--- src/rtl/vpu_dst_port.sv ---
// VPU destination port: packs EXEC_CNT VLANE result beats into one SRAM word and writes it.
// Optional ack timeout with sticky err_o is enabled by defining VPU_DST_PORT_ACK_TIMEOUT_EN.
module vpu_dst_port #(
  parameter int DWIDTH_PER_EXEC = 128,
  parameter int EXEC_CNT        = 2,
  parameter int ADDR_WIDTH      = 10
`ifdef VPU_DST_PORT_ACK_TIMEOUT_EN
  ,
  parameter int TIMEOUT_CYCLES  = 64
`endif
) (
  input  logic                                clk,
  input  logic                                rst,
  input  logic                                start_i,
  input  logic                                dst_valid_i,
  input  logic [ADDR_WIDTH-1:0]               waddr_i,
  output logic                                done_o,
  input  logic                                result_valid_i,
  input  logic [DWIDTH_PER_EXEC-1:0]          result_data_i,
  output logic                                result_ready_o,
  output logic                                sram_req_o,
  output logic [ADDR_WIDTH-1:0]               sram_addr_o,
  output logic [DWIDTH_PER_EXEC*EXEC_CNT-1:0] sram_wdata_o,
  input  logic                                sram_ack_i
`ifdef VPU_DST_PORT_ACK_TIMEOUT_EN
  ,
  output logic                                err_o
`endif
);

  localparam int SW    = DWIDTH_PER_EXEC * EXEC_CNT;
  localparam int CNT_W = (EXEC_CNT > 1) ? $clog2(EXEC_CNT) : 1;
  localparam logic [CNT_W-1:0] CNT_LAST = CNT_W'(EXEC_CNT - 1);

  typedef enum logic [1:0] {
    S_IDLE,
    S_COLLECT,
    S_WRITE,
    S_DONE
  } state_t;

  state_t                  state_q, state_d;
  logic [CNT_W-1:0]        cnt_q, cnt_d;
  logic [ADDR_WIDTH-1:0]   addr_q, addr_d;
  logic [SW-1:0]           buf_q, buf_d;

`ifdef VPU_DST_PORT_ACK_TIMEOUT_EN
  localparam int TMO_W = (TIMEOUT_CYCLES > 1) ? $clog2(TIMEOUT_CYCLES) : 1;
  localparam logic [TMO_W-1:0] TMO_LAST = TMO_W'(TIMEOUT_CYCLES - 1);

  logic [TMO_W-1:0] tmo_q, tmo_d;
  logic             err_q, err_d;
`endif

  always_ff @(posedge clk) begin
    if (rst) begin
      state_q <= S_IDLE;
      cnt_q   <= '0;
      addr_q  <= '0;
      buf_q   <= '0;
`ifdef VPU_DST_PORT_ACK_TIMEOUT_EN
      tmo_q   <= '0;
      err_q   <= 1'b0;
`endif
    end else begin
      state_q <= state_d;
      cnt_q   <= cnt_d;
      addr_q  <= addr_d;
      buf_q   <= buf_d;
`ifdef VPU_DST_PORT_ACK_TIMEOUT_EN
      tmo_q   <= tmo_d;
      err_q   <= err_d;
`endif
    end
  end

  always_comb begin
    state_d = state_q;
    cnt_d   = cnt_q;
    addr_d  = addr_q;
    buf_d   = buf_q;
`ifdef VPU_DST_PORT_ACK_TIMEOUT_EN
    tmo_d   = tmo_q;
    err_d   = err_q;
`endif
    case (state_q)
      S_IDLE: begin
        if (start_i) begin
          addr_d  = waddr_i;
          state_d = dst_valid_i ? S_COLLECT : S_DONE;
        end
      end
      S_COLLECT: begin
        if (result_valid_i) begin
          buf_d[int'(cnt_q)*DWIDTH_PER_EXEC +: DWIDTH_PER_EXEC] = result_data_i;
          if (cnt_q == CNT_LAST) begin
            cnt_d   = '0;
            state_d = S_WRITE;
`ifdef VPU_DST_PORT_ACK_TIMEOUT_EN
            tmo_d   = '0;
`endif
          end else begin
            cnt_d = cnt_q + 1'b1;
          end
        end
      end
      S_WRITE: begin
        // An ack on the final allowed cycle still wins over the timeout.
        if (sram_ack_i) begin
          state_d = S_DONE;
`ifdef VPU_DST_PORT_ACK_TIMEOUT_EN
        end else if (tmo_q == TMO_LAST) begin
          state_d = S_DONE;
          err_d   = 1'b1;
        end else begin
          tmo_d = tmo_q + 1'b1;
`endif
        end
      end
      S_DONE:  state_d = S_IDLE;
      default: state_d = S_IDLE;
    endcase
  end

  assign result_ready_o = (state_q == S_COLLECT);
  assign sram_req_o     = (state_q == S_WRITE);
  assign done_o         = (state_q == S_DONE);
  assign sram_addr_o    = sram_req_o ? addr_q : '0;
  assign sram_wdata_o   = sram_req_o ? buf_q : '0;
`ifdef VPU_DST_PORT_ACK_TIMEOUT_EN
  assign err_o          = err_q;
`endif

endmodule

--- config.mk ---
export PLATFORM = sky130hd
export DESIGN_NAME = vpu_dst_port
export DESIGN_NICKNAME = d
export VERILOG_FILES = /design/src/rtl/vpu_dst_port.sv
export SDC_FILE = /design/constraint.sdc
export NUM_CORES = 1
export LEC_CHECK = 0
export CAP_MARGIN = 10
export CORE_UTILIZATION = 35
export DETAILED_ROUTE_END_ITERATION = 8
export GPL_TIMING_DRIVEN = 0
export PLACE_DENSITY = 0.68
export RECOVER_POWER = 25
export SLEW_MARGIN = 20
export SYNTH_ARGS = -nofsm -noshare
export SYNTH_HDL_FRONTEND = slang
export SYNTH_SLANG_ARGS = --single-unit
--- constraint.sdc ---
create_clock -name clk -period 1.7 [get_ports clk]
set_input_delay 0.17 -clock clk [delete_from_list [all_inputs] [get_ports clk]]
set_output_delay 0.17 -clock clk [all_outputs]
set_load 0.02 [all_outputs]
Word level (Yosys, flattened, before mapping):

Index checks and enable logic that the tools add are counted.

* register bits: 269
* latch bits: 0
* RAM bits: 0
* ROM bits: 0
* bits of input ports: 144
* output and inout bits: 269
* memories kept: 0

* add/sub/neg operators: 2
* $mul: 0
* divide/modulo/power cells: 0
* magnitude comparators: 0
* equal/unequal tests: 7
* shifts and indexed selects: 2
* mux-type cells: 10
* bitwise operators: 0
* reduce and logical (&&, ||, !) cells: 4

Operators with widths (count)
* $bwmux 256: 1
* $mux 256: 1
* $shift 128x33->256 const A: 1
* $shiftx 128x33->256: 1
* $neg 8->33: 1
* $mux 10: 1
* $mux 2: 5
* $pmux 2 s4: 1
* $eq 2x2->1 const B: 2
* $ne 2x1->1 const B: 2
* $ne 2x2->1 const B: 2
* $reduce_and 2->1: 2
* $reduce_and 4->1: 1
* $eq 2x1->1 const B: 1
* $logic_not 2->1: 1
* $add 1x1->1 const B: 1
* $mux 1: 1

Longest topological paths before layout:

Gate-level depths: netlist (run 1).

* depth in word-level cells: 3
* gate-level depth with buffers: 7

Worst setup path after synthesis (run 1):

Ideal clock, no wire load.

* path type: reg2reg
* from: reg state_q[0]
* to: reg state_q[1]
* library setup time: 0.123 ns
* arrival time: 1.640 ns
* data required time: 1.577 ns
* slack: -0.064 ns
* stages on the path, launching flop included: 6
* cell sequence: dfxtp_1 > inv_1 > ha_1 > buf_6 > a222oi_1 > mux2_1

* longest elaborated chain between the ends: 3
* elaborated cells between the ends (all ways): 10
* those cells by class: eq/ne (7); mux (1); reduce/logical (2)

Ends and longest elaborated chain
* start: declaration: line 42 `state_t state_q, state_d;`
* start signal: assignment: line 66 `state_q <= state_d;`
* $eq 2x2->1 (*)
* named net sram_req_o: line 21 `output logic sram_req_o,`
* $ne 2x1->1 (no line)
* $reduce_and 4->1 (no line)

Mark *: on every way through the listed nets, which the timed path passes. The rest lies on a longest branch.
A chain may end at the register's enable or synchronous reset.

Final worst setup path (run 1):

* from: reg state_q[0]
* to: out sram_wdata_o[122]

* longest elaborated chain between the ends: 2

Ends and longest elaborated chain
* $eq 2x2->1: line 126 `assign sram_req_o = (state_q == S_WRITE);`
* $mux 256: line 129 `assign sram_wdata_o = sram_req_o ? buf_q : '0;`
* end: declaration: line 23 `output logic [DWIDTH_PER_EXEC*EXEC_CNT-1:0] sram_wdata_o,`

No other way between the ends.

==> results of run 1 <==
## worst min-delay path: stages
cell	delay, ns
buf_2	0.18
nand2b_1	0.12
mux2i_1	0.06
## worst max-delay path by stage
stage / to / slack (ns) / cells past startpoint
2_1_floorplan: state_q[1] / 0.03 / 5
3_3_place_gp: sram_wdata_o[119] / -1.27 / 7
3_5_place_dp: sram_wdata_o[119] / -1.30 / 7
4_1_cts: sram_wdata_o[179] / -0.42 / 7
5_1_grt: sram_wdata_o[66] / -0.44 / 7
6_report: sram_wdata_o[122] / -0.39 / 7
## cells in the mapped netlist, types with 3 or more instances
library cell,count,share of area
a21oi_1,268,0.12
and2_1,267,0.15
buf_1,4,0.0013
buf_2,39,0.018
buf_4,14,0.0094
clkbuf_1,59,0.020
dfxtp_1,269,0.48
ha_1,5,0.0056
inv_1,4,0.0013
nand2_1,536,0.18
nand2b_1,3,0.0017
## flip-flops by register name (all words and copies together), names as in the netlist
name	count
buf_q	256
state_q	2
cnt_q	1
addr_q	10
## cells by family (layout without fill, tap and decap cells)
| logic type | count (synthesis) | after routing |
|---|---|---|
| AND/OR/NAND/NOR | 811 | 811 |
| AO/OA/AOI/OAI | 270 | 270 |
| flip-flops | 269 | 269 |
| buffers and inverters | 121 | 611 |
| adder cells (fa/ha/maj) | 5 | 5 |
| multiplexers | 2 | 2 |
| other | 0 | 1 |
## area by class of cell
type	count	area [um^2]	area share
Multi-Input combinational cell	1088	5610	0.309
Tap cell	396	495	0.0273
Sequential cell	269	5390	0.297
Antenna cell	1	2.50	0.000138
Buffer	116	997	0.0550
Timing Repair Buffer	439	4600	0.254
Clock inverter	13	221	0.0122
Clock buffer	39	793	0.0438
Inverter	4	17.5	0.000966
## power by group through the flow
stage	registers, mW	logic [mW]	clock network, mW
3_5_place_dp	7.16	3.62	0
3_3_place_gp	7.13	3.56	0
5_1_grt	7.11	6.09	7.12
2_1_floorplan	7.09	2.06	0
6_report	7.05	5.68	6.78
4_1_cts	7.02	4.40	6.88
## metal layers
layer	GRT usage	share of wire	routed length (um)	vias to the layer above
met1	0.278	0.39	16700	5368
met2	0.425	0.49	20500	413
li1	-	-	-	5594
met3	0.0816	0.095	4010	61
met4	0.0609	0.025	1070	0
met5	0	0	0	-
## what timing repair did
| item | CTS | global route |
|---|---|---|
| pin swaps | 8 | 53 |
| gates resized for setup | 1305 | 573 |
| gates cloned | 3 | 16 |
| setup buffers | 1 | 8 |
| setup endpoints to repair | 503 | 510 |
==> impl_summary.log, run 1 <==
INFO  metric clk_transition_reported_paths = 0.06 ns
INFO  metric synth-edff-count = 0
INFO  metric avgSynthCellArea = 7.53 um^2
INFO  metric worst_ir_drop_vdd = 0.000847 V
INFO  metric cts-buffers-inserted = 29
INFO  metric muxShareOfSynthArea = 0.00191
INFO  metric synthFlopType = dfxtp_1
INFO  metric fillerInstances = 2,779
INFO  metric drt_pass1_iterations = 5
INFO  metric dieWidth = 180 um
INFO  metric power.share.combinational = 0.291
INFO  metric startpoint_type = flop
INFO  metric type_of_the_worst_min_delay_path = in2reg
INFO  metric synth_seq_area_share = 0.484
INFO  metric design.portCount = 413
INFO  metric clock-root-buffer = clkbuf_16
INFO  metric hpwlAfterDp = 29.9 mm
INFO  metric final_period_minus_worst_setup_slack = 2.09 ns
INFO  metric power.static_leakage = 7.33 nW
INFO  metric place_area = 15,700 um^2
INFO  metric rows = 64
INFO  metric r2r_start = state_q[0]
INFO  metric layout.cells.most_common = nand2_1
INFO  metric ys.warnings.count = 0
INFO  metric tritoncts = done
INFO  metric critical_path.cell_chain = inv_4 > ha_4 > buf_12 > clkbuf_16 > clkbuf_16 > and2_1 > buf_6
INFO  metric synth-xor-area-share = 0
INFO  metric setup_viol_count_final = 422
INFO  metric drt.antenna.violating_nets = 0
INFO  metric power_report.internal_total = 13.7 mW
INFO  metric simple_gate_area_share_of_the_yosys_netlist = 0.336
INFO  metric nets = 2,096
INFO  metric globalRoute.totalOverflow = 0
INFO  metric dr.first_iter.drc_count = 535
INFO  metric max_clock_freq = 479 MHz
INFO  metric power.share.switching = 0.296
INFO  metric worst_hold_slack = 0.0350 ns
INFO  metric dieArea = 32,500 um^2
INFO  metric required = 1.53 ns
INFO  metric startpoint = state_q[0]
INFO  metric synth_top_family_by_area = simple AND/OR/NAND/NOR gates
INFO  metric synth_adder_area_share = 0.00562
INFO  metric drt-total-wl = 42.3 mm
INFO  metric status = complete, but fails checks
INFO  metric synth_compound_gate_area_share = 0.122
INFO  metric placement.setup.worst_slack = -1.30 ns
INFO  metric hold_path_end = state_q[0]
INFO  metric route.detailed.vias_per_inst = 4.84
INFO  metric failed_checks = setup timing
INFO  metric timing.final.hold_violations = 0
INFO  metric grt_pass1_wl = 61.7 mm
INFO  metric worst-setup-path-type = reg2out
INFO  metric syn_to_final_growth = 63.0%
INFO  metric total_power = 19.5 mW
INFO  metric ff2ff_setup_slack = -0.11 ns
INFO  metric layout.cells.most_common_list = 536 x nand2_1, 268 x a21oi_1, 267 x dfxtp_1
INFO  metric power_switching = 5.78 mW
INFO  metric clock_insertion_delay_worst_skew = 0.55 ns
INFO  metric start_util = 0.360
INFO  metric power_density_over_the_cells = 1080 nW/um^2
INFO  metric timing.critical_path.slowest_cell_delay = 0.35 ns
INFO  metric cap_viol_max_count = 0
INFO  metric grt_antenna_before_repair = 1
INFO  metric netlist_instances = 1,478
INFO  metric critPathTopFamily = buffers and inverters
INFO  metric maxSlewHeadroom = 0.370
INFO  metric final_standard_cell_count_with_taps_included_and_fillers_excluded = 2,365
INFO  metric worstHoldStart = rst
INFO  metric yosys_register_bits = 269
INFO  metric cts_hold_repair.buffers = 0
INFO  metric port_buffers = 411
INFO  metric worst-path-buf-inv = 5
INFO  metric gpl_wtd_cong = 0.868
INFO  metric htree_num_levels = 1
INFO  metric postSynthNetCount = 1,627
INFO  metric pwr-share-seq = 0.361
INFO  metric die_y = 180 um
INFO  metric synth.distinct_cells = 21
INFO  metric wl_per_cell = 17.9 um
INFO  metric reg2reg_depth = 7
INFO  metric finalMaxSlewViolations = 0
INFO  metric layout.core_utilization = 0.587
INFO  metric final_cell_area = 18,100 um^2
INFO  metric fp.coreArea = 30,900 um^2
INFO  metric cts-root-to-sink-buffers = 3
INFO  metric cts.sinks = 269
INFO  metric worst_setup_path_end_kind = output port
INFO  metric min_period_over_period = 1.23
INFO  metric top_cell_by_count_worst_path = clkbuf_16
INFO  metric critPathMaxFanout = 7
INFO  metric timing.hold.worst_path_depth = 3
INFO  metric post_route_cells_drive_above_1_share = 0.306
INFO  metric gr-usage-all-layers = 0.241
INFO  metric timing.critical_path.arrival = 1.92 ns
INFO  metric post_synth_instance_area = 11,100 um^2
INFO  metric clock-skew-final = 0.00501 ns
INFO  metric timing.setup.tns = -97.31 ns
INFO  metric reg_to_reg_critical_path_endpoint = buf_q[91]
INFO  metric routed-via-count = 11,400
INFO  metric post-route-worst-setup-slack = -0.387 ns
INFO  metric synth_async_sr_flop_share = 0
INFO  metric grt_start_max_net_pins = 15
INFO  metric slowest_library_cell_on_the_worst_path = dfxtp_2
INFO  metric drc = 0
INFO  metric number_of_placed_instances_taps_included = 2,285
INFO  metric tightest_slew = 0.945 ns
INFO  metric vias_in_the_first_global_route = 11,000
INFO  metric p_clk_frac = 0.347
INFO  metric grt_setup_unrepaired = true
Note: power is estimated with default switching activity, not from simulation.
==> run 2: changes to the inputs <==
--- a/config.mk
+++ b/config.mk
@@ -9,6 +9,7 @@
 export CORE_UTILIZATION = 35
 export DETAILED_ROUTE_END_ITERATION = 8
 export GPL_TIMING_DRIVEN = 0
+export HOLD_SLACK_MARGIN = 0.03
 export PLACE_DENSITY = 0.68
 export RECOVER_POWER = 25
 export SLEW_MARGIN = 20
==> run 2 against run 1 <==
  * The run still ends with setup timing left
  * Global-route usage barely moved
  * Final area rose by 0.10%
  * Critical path type unchanged
  * Clock power barely moved
  * Critical endpoint unchanged
  * Largest cell class unchanged
  * Largest power group unchanged
  * Die area did not move
  * Clock skew rose by 0.0028 ns
  * Core utilization rose by 0.061 points
  * Combinational power barely moved
  * Routed wire length rose by 0.12%
==> impl_summary.log, run 2 (synthesis results as in run 1) <==
INFO  metric status = complete, but fails checks
INFO  metric failed_checks = setup timing
INFO  metric cts-root-to-sink-buffers = 3 (unchanged)
INFO  metric port_buffers = 411 (unchanged)
INFO  metric fillerInstances = 2,783 (+0.14%)
INFO  metric required = 1.53 ns (about the same)
INFO  metric place_area = 15,700 um^2 (unchanged)
INFO  metric layout.cells.most_common_list = 536 x nand2_1, 268 x a21oi_1, 267 x dfxtp_1
INFO  metric startpoint_type = flop
INFO  metric total_power = 19.5 mW (about the same)
INFO  metric startpoint = state_q[0]
INFO  metric drt.antenna.violating_nets = 0 (unchanged)
INFO  metric finalMaxSlewViolations = 0 (unchanged)
INFO  metric largest_register_ffs = 256 (unchanged)
INFO  metric cts.sinks = 269 (unchanged)
INFO  metric htree_num_levels = 1 (unchanged)
INFO  metric placement.setup.worst_slack = -1.30 ns (unchanged)
INFO  metric tightest_slew = 0.935 ns (-0.0100 ns)
INFO  metric clock-skew-final = 0.00786 ns (+0.00285 ns)
INFO  metric hpwlAfterDp = 29.9 mm (unchanged)
INFO  metric type_of_the_worst_min_delay_path = in2reg
INFO  metric design.portCount = 413 (unchanged)
INFO  metric fp.coreArea = 30,900 um^2 (unchanged)
INFO  metric cap_viol_max_count = 0 (unchanged)
INFO  metric start_util = 0.360 (unchanged)
INFO  metric final_cell_area = 18,100 um^2 (+0.10%)
INFO  metric globalRoute.totalOverflow = 0 (unchanged)
INFO  metric final_period_minus_worst_setup_slack = 2.08 ns (-0.00816 ns)
INFO  metric post-route-worst-setup-slack = -0.379 ns (+0.00816 ns)
INFO  metric critPathMaxFanout = 7 (unchanged)
INFO  metric maxSlewHeadroom = 0.377 (+0.00666)
INFO  metric routed-via-count = 11,400 (-0.070%)
INFO  metric reg_to_reg_critical_path_endpoint = buf_q[91]
INFO  metric vias_in_the_first_global_route = 11,000 (+0.15%)
INFO  metric largest-register = buf_q
INFO  metric grt_pass1_wl = 61.8 mm (+0.11%)
INFO  metric clock_insertion_delay_worst_skew = 0.55 ns (about the same)
INFO  metric reg2reg_depth = 7 (unchanged)
INFO  metric grt_antenna_before_repair = 1 (unchanged)
INFO  metric gpl_wtd_cong = 0.868 (unchanged)
INFO  metric power_density_over_the_cells = 1070 nW/um^2 (-0.15%)
INFO  metric worst-setup-path-type = reg2out
INFO  metric ff2ff_setup_slack = -0.09 ns (+0.02 ns)
INFO  metric layout.core_utilization = 0.587 (+0.000607)
INFO  metric syn_to_final_growth = 63.2%
INFO  metric post_route_cells_drive_above_1_share = 0.309 (+0.00238)
INFO  metric setup_viol_count_final = 397 (-5.9%)
INFO  metric dieArea = 32,500 um^2 (unchanged)
INFO  metric worst_setup_path_end_kind = output port
INFO  metric rows = 64 (unchanged)
INFO  metric cp-endpoint = sram_wdata_o[122]
INFO  metric r2r_start = state_q[0]
INFO  metric route.detailed.vias_per_inst = 4.83 (-0.11%)
INFO  metric clk_transition_reported_paths = 0.06 ns (about the same)
INFO  metric timing.final.hold_violations = 0 (unchanged)
INFO  metric worst_ir_drop_vdd = 0.000833 V (-1.7%)
INFO  metric die_y = 180 um (unchanged)
INFO  metric tritoncts = done
INFO  metric dr.first_iter.drc_count = 525 (-1.9%)
INFO  metric max_clock_freq = 481 MHz (+0.39%)
INFO  metric cts-buffers-inserted = 29 (unchanged)
INFO  metric grt_start_max_net_pins = 15 (unchanged)
INFO  metric gr-usage-all-layers = 0.241 (about the same)
INFO  metric clock-root-buffer = clkbuf_16
INFO  metric min_period_over_period = 1.22 (-0.00480)
INFO  metric wl_per_cell = 17.9 um (about the same)
INFO  metric layout.cells.most_common = nand2_1
INFO  metric drt-total-wl = 42.3 mm (+0.12%)
INFO  metric worstHoldStart = rst
INFO  metric largest_registers_ranked_by_flip_flop_count = buf_q x256, addr_q x10, state_q x2
INFO  metric timing.critical_path.arrival = 1.91 ns (about the same)
INFO  metric grt_setup_unrepaired = true
INFO  metric drc = 0 (unchanged)
INFO  metric power.static_leakage = 7.34 nW (+0.13%)
INFO  metric dieWidth = 180 um (unchanged)
INFO  metric nets = 2,097 (+0.048%)
INFO  metric drt_pass1_iterations = 5 (unchanged)
[run 2: cell count changes in the layout (fill, tap and decap cells not counted), sizes merged]
cell and change:
buf -1, dlygate4sd3 +1, clkbuf +1
[run 2: area by class of cell]
| class | instances | area, um^2 | share of cell area |
|---|---|---|---|
| Inverter | 4 | 17.5 | 0.000965 |
| Antenna cell | 1 | 2.50 | 0.000138 |
| Clock inverter | 13 | 221 | 0.0122 |
| Multi-Input combinational cell | 1088 | 5620 | 0.310 |
| Tap cell | 396 | 495 | 0.0273 |
| Sequential cell | 269 | 5390 | 0.297 |
| Buffer | 116 | 997 | 0.0549 |
| Clock buffer | 39 | 793 | 0.0437 |
| Timing Repair Buffer | 440 | 4610 | 0.254 |
[run 2: metrics by stage]
step	std cells	hold WS, ns	setup TNS, ns
final	2366	0.128	-92.01
after global routing	2366	0.145	-127.65
after CTS	2342	0.0581	-153.30
after detailed placement	2285	0.442	-311.92
after global placement	2285	0.437	-299.43
after floorplan	1478	0.306	0
[run 2: timing repair]
item | CTS | global route
buffers inserted | 1 | 8
endpoints found under the setup margin | 503 | 510
hold buffers | 1 | 0
gates cloned | 3 | 16
gates resized for setup | 1305 | 576
pin swaps | 8 | 54
endpoints found under the hold margin | 2 | 0
[run 2: metal layers]
layer / share of wire / GRT usage / vias up
li1: - / - / 5598
met1: 0.39 / 0.279 / 5369
met2: 0.49 / 0.426 / 397
met3: 0.095 / 0.0810 / 64
met4: 0.026 / 0.0609 / 0
met5: 0 / 0 / -
[run 2: power by group]
part,total [mW],switching [mW],internal (mW)
clock,6.77,2.61,4.16
sequential,7.05,0.254,6.80
combinational,5.68,2.91,2.77
[run 2: critical path, stage by stage, from the launching register on]
cell and delay [ns]:
dfxtp_2 0.35, inv_4 0.05, ha_4 0.17, buf_12 0.15, clkbuf_16 0.17, clkbuf_16 0.16
and2_1 0.17, buf_6 0.13
[run 2: how the worst min path moves through the flow]
stage / to / slack, ns / cells past startpoint
finish: state_q[1] / 0.13 / 3
global route: state_q[1] / 0.14 / 3
CTS: state_q[1] / 0.06 / 3
detailed placement: buf_q[88] / 0.44 / 2
global placement: buf_q[110] / 0.44 / 2
floorplan: addr_q[0] / 0.31 / 2
==> run 3: changes to the inputs <==
--- a/config.mk
+++ b/config.mk
@@ -5,12 +5,12 @@
 export SDC_FILE = /design/constraint.sdc
 export NUM_CORES = 1
 export LEC_CHECK = 0
+export ABC_AREA = 1
 export CAP_MARGIN = 10
 export CORE_UTILIZATION = 35
 export DETAILED_ROUTE_END_ITERATION = 8
 export GPL_TIMING_DRIVEN = 0
-export HOLD_SLACK_MARGIN = 0.03
-export PLACE_DENSITY = 0.68
+export PLACE_DENSITY = 0.67
 export RECOVER_POWER = 25
 export SLEW_MARGIN = 20
 export SYNTH_ARGS = -nofsm -noshare
==> run 3 against run 2 <==
  * The run still ends with setup timing left
  * Die area is 7.7% higher
  * Synthesized cell count is 20% higher
  * Critical endpoint is now sram_wdata_o[136]
  * Global-route usage is 0.21 points lower
  * Area after synthesis is 7.8% higher
  * Highest routed layer unchanged
  * Routed wire length is 3.3% higher
  * Via count is 11% higher
  * Critical path depth is 3 higher
==> impl_summary.log, run 3 <==
INFO  metric synth-edff-count = 0 (unchanged)
INFO  metric largest-register = buf_q
INFO  metric drt.antenna.violating_nets = 0 (unchanged)
INFO  metric startpoint_type = flop
INFO  metric power_density_over_the_cells = 1190 nW/um^2 (+11%)
INFO  metric fillerInstances = 3,233 (+16%)
INFO  metric fp.coreArea = 33,600 um^2 (+8.8%)
INFO  metric clk_transition_reported_paths = 0.06 ns (about the same)
INFO  metric dieWidth = 187 um (+3.8%)
INFO  metric cts_hold_repair.buffers = 0 (-1)
INFO  metric postSynthNetCount = 1,916 (+18%)
INFO  metric setup_viol_count_final = 281 (-29%)
INFO  metric post-route-worst-setup-slack = -0.468 ns (-0.0896 ns)
INFO  metric netlist_instances = 1,767 (+20%)
INFO  metric layout.cells.most_common_list = 329 x nand2_1, 270 x nor2_1, 267 x dfxtp_1
INFO  metric port_buffers = 412 (+0.24%)
INFO  metric cap_viol_max_count = 0 (unchanged)
INFO  metric max_clock_freq = 461 MHz (-4.1%)
INFO  metric layout.cells.most_common = nand2_1
INFO  metric dr.first_iter.drc_count = 648 (+23%)
INFO  metric number_of_placed_instances_taps_included = 2,627 (+15%)
INFO  metric htree_num_levels = 1 (unchanged)
INFO  metric status = complete, but fails checks
INFO  metric synth_async_sr_flop_share = 0 (unchanged)
INFO  metric critPathMaxFanout = 8 (+1)
INFO  metric worst_ir_drop_vdd = 0.000892 V (+7.0%)
INFO  metric timing.final.hold_violations = 0 (unchanged)
INFO  metric yosys_register_bits = 269 (unchanged)
INFO  metric total_power = 22.4 mW (+15%)
INFO  metric finalMaxSlewViolations = 0 (unchanged)
INFO  metric grt_pass1_wl = 67.2 mm (+8.8%)
INFO  metric maxSlewHeadroom = 0.300 (-0.0766)
INFO  metric avgSynthCellArea = 6.79 um^2 (-9.8%)
INFO  metric globalRoute.totalOverflow = 0 (unchanged)
INFO  metric vias_in_the_first_global_route = 12,500 (+14%)
INFO  metric synth_seq_area_share = 0.449 (-0.0350)
INFO  metric required = 1.53 ns (about the same)
INFO  metric cts.sinks = 269 (unchanged)
INFO  metric synth_top_area_cell = dfxtp_1
INFO  metric drc = 0 (unchanged)
INFO  metric largest_registers_ranked_by_flip_flop_count = buf_q x256, addr_q x10, state_q x2
INFO  metric min_period_over_period = 1.28 (+0.0527)
INFO  metric post_route_cells_drive_above_1_share = 0.272 (-0.0366)
INFO  metric cts-root-to-sink-buffers = 3 (unchanged)
INFO  metric ff2ff_setup_slack = -0.05 ns (+0.04 ns)
INFO  metric die_y = 187 um (+3.8%)
INFO  metric wl_per_cell = 16.1 um (-10%)
INFO  metric tritoncts = done
INFO  metric type_of_the_worst_min_delay_path = in2reg
INFO  metric synth.distinct_cells = 22 (+4.8%)
INFO  metric drt_pass1_iterations = 5 (unchanged)
INFO  metric final_period_minus_worst_setup_slack = 2.17 ns (+0.0896 ns)
INFO  metric synth_top_cells_by_area = dfxtp_1 45%, nand2_1 13%, inv_1 8.5%
INFO  metric rows = 67 (+4.7%)
INFO  metric grt_antenna_before_repair = 1 (unchanged)
INFO  metric drt-total-wl = 43.7 mm (+3.3%)
INFO  metric clock-root-buffer = clkbuf_16
INFO  metric hpwlAfterDp = 31.1 mm (+3.8%)
INFO  metric clock_insertion_delay_worst_skew = 0.55 ns (about the same)
INFO  metric cts-buffers-inserted = 30 (+3.4%)
INFO  metric failed_checks = setup timing
INFO  metric tightest_slew = 1.05 ns (+0.115 ns)
INFO  metric final_standard_cell_count_with_taps_included_and_fillers_excluded = 2,723 (+15%)
INFO  metric clock-skew-final = 0.0112 ns (+0.00333 ns)
INFO  metric grt_start_max_net_pins = 15 (unchanged)
INFO  metric proportion_of_netlist_area_held_by_the_largest_area_contributor = 0.449 (-0.0350)
INFO  metric start_util = 0.357 (-0.00318)
INFO  metric routed-via-count = 12,700 (+11%)
INFO  metric nets = 2,402 (+15%)
INFO  metric layout.core_utilization = 0.561 (-0.0266)
INFO  metric synthFlopType = dfxtp_1
INFO  metric grt_setup_unrepaired = true
INFO  metric design.portCount = 413 (unchanged)
INFO  metric dieArea = 35,000 um^2 (+7.7%)
INFO  metric route.detailed.vias_per_inst = 4.68 (-3.2%)
INFO  metric worst_hold_slack = 0.239 ns (+0.111 ns)
INFO  metric syn_to_final_growth = 57.2%
INFO  metric largest_register_ffs = 256 (unchanged)
INFO  metric cell_with_the_most_instances_after_synthesis = nand2_1
INFO  metric power.static_leakage = 10.0 nW (+37%)
INFO  metric ys.warnings.count = 0 (unchanged)
INFO  metric ys_top_cells_by_count = 405 x nand2_1, 272 x inv_1, 270 x nor2_1
INFO  metric timing.critical_path.arrival = 2.00 ns (+0.09 ns)
INFO  metric gpl_wtd_cong = 0.875 (+0.84%)
INFO  metric gr-usage-all-layers = 0.239 (-0.00210)
INFO  metric worst_setup_path_end_kind = output port
INFO  metric post_synth_instance_area = 12,000 um^2 (+7.8%)
INFO  metric worst-setup-path-type = reg2out
run 3: cell types whose count changed after synthesis, moves of 10 or more:
cell,change
a21oi_1,-139
and2_1,-267
buf_2,+23
buf_6,+39
clkbuf_1,-42
inv_1,+268
nand2_1,-131
nand3_1,+128
nor2_1,+269
nor2_2,+10
o21ai_0,+122
o21ai_1,+17
run 3: cell type report:
type / instances / area [um^2] / area share
flip-flops and latches: 269 / 5390 / 0.286
plain buffers: 129 / 1140 / 0.0603
inverters: 276 / 1040 / 0.0554
repair buffers: 456 / 4620 / 0.245
clock inverters: 3 / 43.8 / 0.00232
multi-input cells: 1091 / 5100 / 0.271
clock buffers: 50 / 947 / 0.0503
well taps: 448 / 561 / 0.0297
diodes: 1 / 2.50 / 0.000133
run 3: final timing paths:
kind                                       start  depth (start not counted)                end
worst max-delay path                  state_q[0]                         10  sram_wdata_o[136]
worst min-delay path            result_data_i[9]                          3         buf_q[137]
worst max register to register        state_q[0]                          9         buf_q[148]
worst min register to register        buf_q[219]                          2         buf_q[219]
run 3: routing by layer:
metal,part of all wire,wire length [um],up-vias,GRT usage
li1,-,-,6334,-
met1,0.42,18500,5854,0.296
met2,0.47,20600,451,0.402
met3,0.061,2670,97,0.0467
met4,0.044,1910,0,0.107
met5,0,0,-,0
run 3: repair_timing:
action,in CTS,in global routing
gates cloned,8,2
setup buffers,22,16
endpoints found under the setup margin,320,509
pin swaps,26,18
resized for setup,1078,342
run 3: cells by family after synthesis:
| kind of cell | count (synthesis) | share of synthesized area |
|---|---|---|
| DFF | 269 | 0.449 |
| and+or+nand+nor | 818 | 0.273 |
| buffers and inverters | 407 | 0.161 |
| adders and majority gates | 5 | 0.00522 |
| AOI/OAI and AO/OA | 268 | 0.112 |
run 3: stage by stage:
step                      cell area, um^2  TNS (ns)  setup WS [ns]
after detailed placement            16700   -244.31         -0.915
after floorplan                     12000         0         0.0895
after global placement              16700   -237.47         -0.880
after CTS                           18700   -112.67         -0.506
after global routing                18800   -133.68         -0.535
final                               18800    -91.48         -0.468
run 3: worst max-delay path: stages, from the launching register on:
cell	delay (ns)
dfxtp_2	0.35
inv_4	0.05
ha_4	0.16
buf_12	0.15
buf_16	0.15
buf_12	0.13
buf_16	0.14
buf_12	0.12
nand2_4	0.05
inv_2	0.03
buf_6	0.12
run 3: power by group:
group,leakage [nW],switching [mW],internal (mW)
sequential,2.18,0.456,7.15
clock,0.487,2.60,3.90
combinational,7.38,4.56,3.78
